File: config.mk
export PLATFORM = sky130hd
export DESIGN_NAME = mux_arbiter
export DESIGN_NICKNAME = d
export VERILOG_FILES = /design/src/rtl/mux_arbiter_pkg.sv /design/src/rtl/mux_arbiter_mux2x1.sv /design/src/rtl/mux_arbiter.sv
export SDC_FILE = /design/constraint.sdc
export NUM_CORES = 1
export LEC_CHECK = 0
export CAP_MARGIN = 0
export CORE_UTILIZATION = 36
export CTS_CLUSTER_DIAMETER = 40
export DETAILED_ROUTE_END_ITERATION = 16
export PLACE_DENSITY = 0.78
export SETUP_SLACK_MARGIN = 0.05
export SLEW_MARGIN = 20
export SYNTH_ARGS = -nofsm -noshare
export SYNTH_HDL_FRONTEND = slang
export SYNTH_SLANG_ARGS = --single-unit
File: constraint.sdc
create_clock -name Clk -period 1.7 [get_ports Clk]
set_clock_uncertainty 0.2 [all_clocks]
set_input_delay 0.34 -clock Clk [delete_from_list [all_inputs] [get_ports Clk]]
set_output_delay 0.34 -clock Clk [all_outputs]
set_load 0.01 [all_outputs]
File: src/rtl/mux_arbiter_pkg.sv
// mux_arbiter_pkg: state encodings, source ids and the round-robin pick shared by the arbiter and its bench
package mux_arbiter_pkg;
  typedef enum logic {
    EMPTY = 1'b0,
    FULL  = 1'b1
  } state_e;
  localparam logic SRC_A = 1'b1;
  localparam logic SRC_B = 1'b0;
  // A wins when it is the only requester, or on a tie when B was granted last
  function automatic logic pick_a(input logic a_valid, input logic b_valid, input logic last);
    return a_valid & (~b_valid | (last == SRC_B));
  endfunction
endpackage

File: src/rtl/mux_arbiter_mux2x1.sv
// mux_arbiter_mux2x1: two-input data mux, sel=1 picks a
module mux_arbiter_mux2x1 #(
  parameter int DATAWIDTH = 64
) (
  input  logic [DATAWIDTH-1:0] a,
  input  logic [DATAWIDTH-1:0] b,
  input  logic                 sel,
  output logic [DATAWIDTH-1:0] y
);
  always_comb y = sel ? a : b;
endmodule

File: src/rtl/mux_arbiter.sv
// mux_arbiter: round-robin arbiter between two valid/ready sources feeding one registered output word
module mux_arbiter
  import mux_arbiter_pkg::*;
#(
  parameter int DATAWIDTH = 64
) (
  input  logic                 Clk,
  input  logic                 Rst,
  input  logic [DATAWIDTH-1:0] a,
  input  logic                 a_valid,
  output logic                 a_ready,
  input  logic [DATAWIDTH-1:0] b,
  input  logic                 b_valid,
  output logic                 b_ready,
  output logic                 sel,
  output logic [DATAWIDTH-1:0] d,
  output logic                 d_valid,
  input  logic                 d_ready
);
  state_e               state_q, state_d;
  logic                 ptr_q, ptr_d;
  logic [DATAWIDTH-1:0] d_q, d_d;
  logic [DATAWIDTH-1:0] mux_y;
  logic                 take, gnt_a, gnt_b, gnt;
  // Reset gates grants so no source sees a handshake while Rst is high
  always_comb begin
    take  = ~Rst & ((state_q == EMPTY) | d_ready);
    gnt_a = take & pick_a(a_valid, b_valid, ptr_q);
    gnt_b = take & b_valid & ~gnt_a;
    gnt   = gnt_a | gnt_b;
  end
  assign a_ready = gnt_a;
  assign b_ready = gnt_b;
  assign sel     = gnt_a;
  mux_arbiter_mux2x1 #(
    .DATAWIDTH(DATAWIDTH)
  ) mux2x1 (
    .a  (a),
    .b  (b),
    .sel(sel),
    .y  (mux_y)
  );
  always_comb begin
    state_d = gnt ? FULL : (d_ready ? EMPTY : state_q);
    ptr_d   = gnt ? (gnt_a ? SRC_A : SRC_B) : ptr_q;
    d_d     = gnt ? mux_y : d_q;
  end
  always_ff @(posedge Clk) begin
    if (Rst) begin
      state_q <= EMPTY;
      ptr_q   <= SRC_B;
      d_q     <= '0;
    end else begin
      state_q <= state_d;
      ptr_q   <= ptr_d;
      d_q     <= d_d;
    end
  end
  assign d       = d_q;
  assign d_valid = (state_q == FULL);
endmodule

---- Word level (Yosys, flattened, before mapping) ----
Index checks and enable logic that the tools add are counted.
word-level totals
  output and inout bits ................... 68
  register bits ........................... 66
  bits of input ports ..................... 133
  logic and storage cells ................. 21
cells by class
  bitwise logic cells ..................... 13
  mux-type cells .......................... 4
  reduce and logical (&&, ||, !) cells .... 1
operators by type and width
  kind                count
  64-bit two-way mux  1
  1-bit bitwise AND   5
  1-bit NOT           5
  1-bit two-way mux   3
  1-bit bitwise OR    3
  2-bit nonzero test  1

---- Logic depth before layout (Yosys ltp) ----
  depth after elaboration ................. 8
  mapped depth ............................ 6
  gate-level depth less buffers ........... 3

---- Hierarchy ----
From an unflattened synthesis, not the netlist that was laid out.
unflattened totals
  cells, all modules ...................... 387
  area, all modules ....................... 3998.8 um^2
modules (own cells, without submodules)
  module              cells an instance  instances  seq. area each (um^2)  area an instance (um^2)
  mux_arbiter         316                1          1321.3                 2921.6
  mux_arbiter_mux2x1  71                 1          0.0                    1077.3

---- Worst setup path after synthesis ----
OpenSTA, ideal clock, no wires.
  path type ............................... input port to output port
  from .................................... input Rst
  to ...................................... output sel
  buffers on the path ..................... 4
  cell stages on the path ................. 5
  path slack .............................. -0.270 ns
  arrival ................................. 1.430 ns
  data required time ...................... 1.160 ns
  cells stage by stage .................... buf_2 clkbuf_1 clkbuf_1 nor3_1 buf_4
between the ends
  cells in the longest elaborated chain, start to end .. 3
ends and longest elaborated chain
  item                RTL line           text
  start: declaration  mux_arbiter.sv:8   input logic Rst,
  1-bit NOT           mux_arbiter.sv:27  take = ~Rst & ((state_q == EMPTY) | d_ready);
  1-bit bitwise AND   mux_arbiter.sv:27
  1-bit bitwise AND   mux_arbiter.sv:28  gnt_a = take & pick_a(a_valid, b_valid, ptr_q);
  end: declaration    mux_arbiter.sv:15  output logic sel,
No other way between the ends.

---- Worst setup path after layout ----
  from .................................... register ptr_q
  to ...................................... output a_ready
between the ends
  cells in the longest elaborated chain, start to end .. 4
ends and longest elaborated chain
  item                      RTL line               text
  start: declaration        mux_arbiter.sv:21      logic ptr_q, ptr_d;
  start signal: assignment  mux_arbiter.sv:55      ptr_q <= ptr_d;
  1-bit NOT                 mux_arbiter_pkg.sv:11  return a_valid & (~b_valid | (last == SRC_B));
  1-bit bitwise OR          mux_arbiter_pkg.sv:11
  1-bit bitwise AND         mux_arbiter_pkg.sv:11
  1-bit bitwise AND         mux_arbiter.sv:28
  end: declaration          mux_arbiter.sv:11      output logic a_ready,
No other way between the ends.

==> results by group <==
Run status
  • Status: finished, violations left
  • Failing checks: negative setup slack

Power
  • Maximum VDD drop: between 400 and 500 uV
  • Sequential share of power: around two fifths
  • Combinational share of power: between 30% and 40%
  • Int Pwr: between 3 and 4 mW
  • Leakage: about 2.3 nW
  • Sw power: approximately 1.4 mW
  • Pwr Density: roughly 720 mW/mm^2
  • Sw Share: slightly above 30%
  • Power share of the clock group: 29.6%

Setup path
  • Reg2reg start: ptr_q$_SDFFE_PP0P_
  • Startpoint Class: flop
  • FF-to-FF setup slack: -0.06 ns
  • Required time of the worst setup path: ~1.2 ns
  • CP Data Arrival Time: ~1.3 ns
  • Crit path max-delay family: flip-flops
  • Crit Path Max Fanout: 3
  • Critical path, cell by cell: a21bo_4, nor3_4, buf_2
  • Bufs and invs on worst path: 1
  • Worst setup EP type: primary output
  • Cell depth of the worst flop-to-flop path: 5
  • Worst reg2reg path endpoint: d[42]$_SDFFE_PP0P_
  • Critical path's slowest cell: dfxtp_2
  • Crit Path Class: reg2out
  • Crit-path max cell delay: 0.34 ns

STA
  • Final Hold Viols: 0
  • Relative slew slack: between 60% and 70%
  • Slew Limit Fails: 0
  • Slew @ Worst Pin: between 0.5 and 0.6 ns
  • Unrepaired setup endpoints after global routing: true
  • Final worst path period need: ~1.8 ns
  • Max Fclk: 560 MHz
  • Post-route clock period utilization: 105%
  • Fin worst setup slack: -0.0850 ns
  • Setup violators final: 31

Global route
  • Largest net degree at the start of global routing: between 70 and 80
  • Global-route wire length before repair: ~23000 um
  • Antenna violations before repair: 1
  • M1 GR Usage: a little under a third
  • Global Route Usage Sum: ~26%
  • Vias in the first global route: 4285
  • M2 GR Usage: 42.7%
  • GR Util met3: 6.52%
  • Grt peak-use layer: met2
  • GRT Residual Overflow: 0

Finish
  • Layout cells sized above 1: a little under a fifth
  • Area growth, synth to finish: 69.5%
  • Final non-filler cell total: slightly above 700
  • Final net count: just over 700
  • Finished Cell Area: between 0.006 and 0.007 sq mm

Yosys
  • Post-synth EDFFs: 0
  • Yosys top cell area share: between 30% and 40%
  • Synth area leader: dfxtp_1
  • Synthesized area per cell: around 9.0 sq um
  • FFs w/ async S/R, synth: 0%
  • Post-synth top cells: dfxtp_1 (66), a31oi_1 (64), nand4_1 (64), o31ai_1 (64), a311oi_1 (55)
  • Gate Count Post-Synth: 416
  • Primary FF master, synth: dfxtp_1
  • Post-synth cell types: 21
  • Sequential-to-total area share from yosys stat: 35.3%
  • Top cells by area, synth: dfxtp_1 (35%), a311oi_1 (13%), o31ai_1 (13%)
  • Synth Net Count: about 550
  • Ys Warns: 0
  • Cell with the most instances after synthesis: dfxtp_1
  • Area of the mapped netlist: between 0.003 and 0.004 sq mm
  • Flops & latches, synth: 66

Flow run
  • Max_cap viols: 0

Floorplan
  • Chip Width: between 100 and 150 um
  • IO Pins: 201
  • Initial core utilization: between 30% and 40%
  • Die Ht: roughly 100 um
  • Std cell rows: 36
  • Full die area: 0.0108 sq mm
  • Core Area: 0.00991 sq mm

Clocking
  • Root Driver: clkbuf_8
  • Clock Latency Late Sink: between 0.3 and 0.4 ns
  • Clk buf depth: 2
  • Clk sinks: 66
  • CTS tree: built
  • Clock transition at the registers of the reported paths: 0.07 ns
  • Max H-tree Level: 3
  • TritonCTS Buffers: 9
  • CTS Hold Bufs: 0

Place
  • RePlAce Congestion: between 0.8 and 0.9
  • Cells after DPL: approximately 700
  • DP HPWL: 9340 um
  • Placed Area: slightly below 0.006 sq mm
  • Number of port buffers: 200

Worst hold path
  • Worst hold endpoint: ptr_q$_SDFFE_PP0P_
  • Min-Delay Path Depth: 3
  • HP Start: b_valid
  • Hold crit path type: in2reg

Detailed routing
  • Remaining DRCs: 0
  • DR pass1 iterations: 5
  • Routed wire length per instance: slightly above 20 um
  • Antenna viol nets, final: 0
  • Initial drt markers: 328
  • Via Count: 4655
  • Via density: between 6 and 7
  • Detailed Route WL: between 10000 and 15000 um
==> cells in the final DEF, fill, tap and decap left out, drive strengths merged, types with 3 or more instances in the layout <==
| cell | count |
|---|---|
| a311oi | 65 |
| dlygate4sd2 | 66 |
| dfxtp | 66 |
| clkdlybuf4s50 | 128 |
| clkinv | 3 |
| buf | 42 |
| a31oi | 64 |
| nand4 | 64 |
| o31ai | 64 |
| clkbuf | 15 |
==> per-layer routing <==
layer	routed length (um)	vias up
li1	-	2118
met1	6050	2238
met2	7210	277
met3	1340	22
met4	261	0
met5	0	-
==> repair_timing <==
item                       CTS  global route
setup endpoints to repair  133            67
buffers inserted             0             3
gates cloned                 1             4
pin swaps                    2            40
gates resized for setup    118            18
==> layout make-up <==
type	instances	area [sq um]
clock inverters	3	40.0
well taps	133	166
clock buffers	11	151
diodes	1	2.50
inverters	2	8.76
repair buffers	241	2480
multi-input cells	268	2180
flip-flops and latches	66	1320
fillers	826	3560
==> power groups by stage <==
stage                     combinational, mW  clock, mW  sequential (mW)
after floorplan                       0.608          0             1.84
after CTS                              1.38       1.39             1.74
after global routing                   1.55       1.43             1.76
after global placement                 1.38          0             1.78
final                                  1.47       1.35             1.74
after detailed placement               1.40          0             1.78
==> worst reg2reg max path: cells and delay by family, from the launching register on <==
family,cells,cell delay (ns)
DFF,1,0.35
AOI/OAI and AO/OA,3,0.57
buffers and inverters,2,0.55
==> registers in the layout, summed over array words and instances, names as in the netlist <==
| name | cells |
|---|---|
| d | 64 |
| d_valid | 1 |
| ptr_q | 1 |
==> worst max-delay path by stage <==
stage,start,endpoint,slack (ns),cells after the start
6_report,ptr_q$_SDFFE_PP0P_,a_ready,-0.09,3
5_1_grt,ptr_q$_SDFFE_PP0P_,d[32]$_SDFFE_PP0P_,-0.14,5
4_1_cts,ptr_q$_SDFFE_PP0P_,a_ready,-0.12,3
3_5_place_dp,d_ready,a_ready,-0.69,4
3_3_place_gp,d_ready,b_ready,-0.67,4
2_1_floorplan,Rst,b_ready,-0.02,4
==> cells by family after synthesis <==
logic type	count (synthesis)	synth area share, %
AND/OR/NAND/NOR	70	11.7
buffers and inverters	82	11.7
AO/OA/AOI/OAI	198	41.3
flip-flops	66	35.3
==> metrics by stage <==
| step | TNS, ns | worst slack (ns) | util (%) | hold slack, ns | total power [mW] |
|---|---|---|---|---|---|
| 6_report | -0.803 | -0.0850 | 64.0 | 0.178 | 4.56 |
| 5_1_grt | -3.40 | -0.138 | 64.0 | 0.198 | 4.74 |
| 4_1_cts | -0.356 | -0.122 | 62.2 | 0.196 | 4.51 |
| 3_5_place_dp | -40.46 | -0.686 | 59.3 | 0.337 | 3.19 |
| 3_3_place_gp | -37.41 | -0.667 | 59.3 | 0.324 | 3.15 |
| 2_1_floorplan | -0.0313 | -0.0160 | - | 0.256 | 2.44 |
No activity file was read; power rests on OpenSTA's default activity.
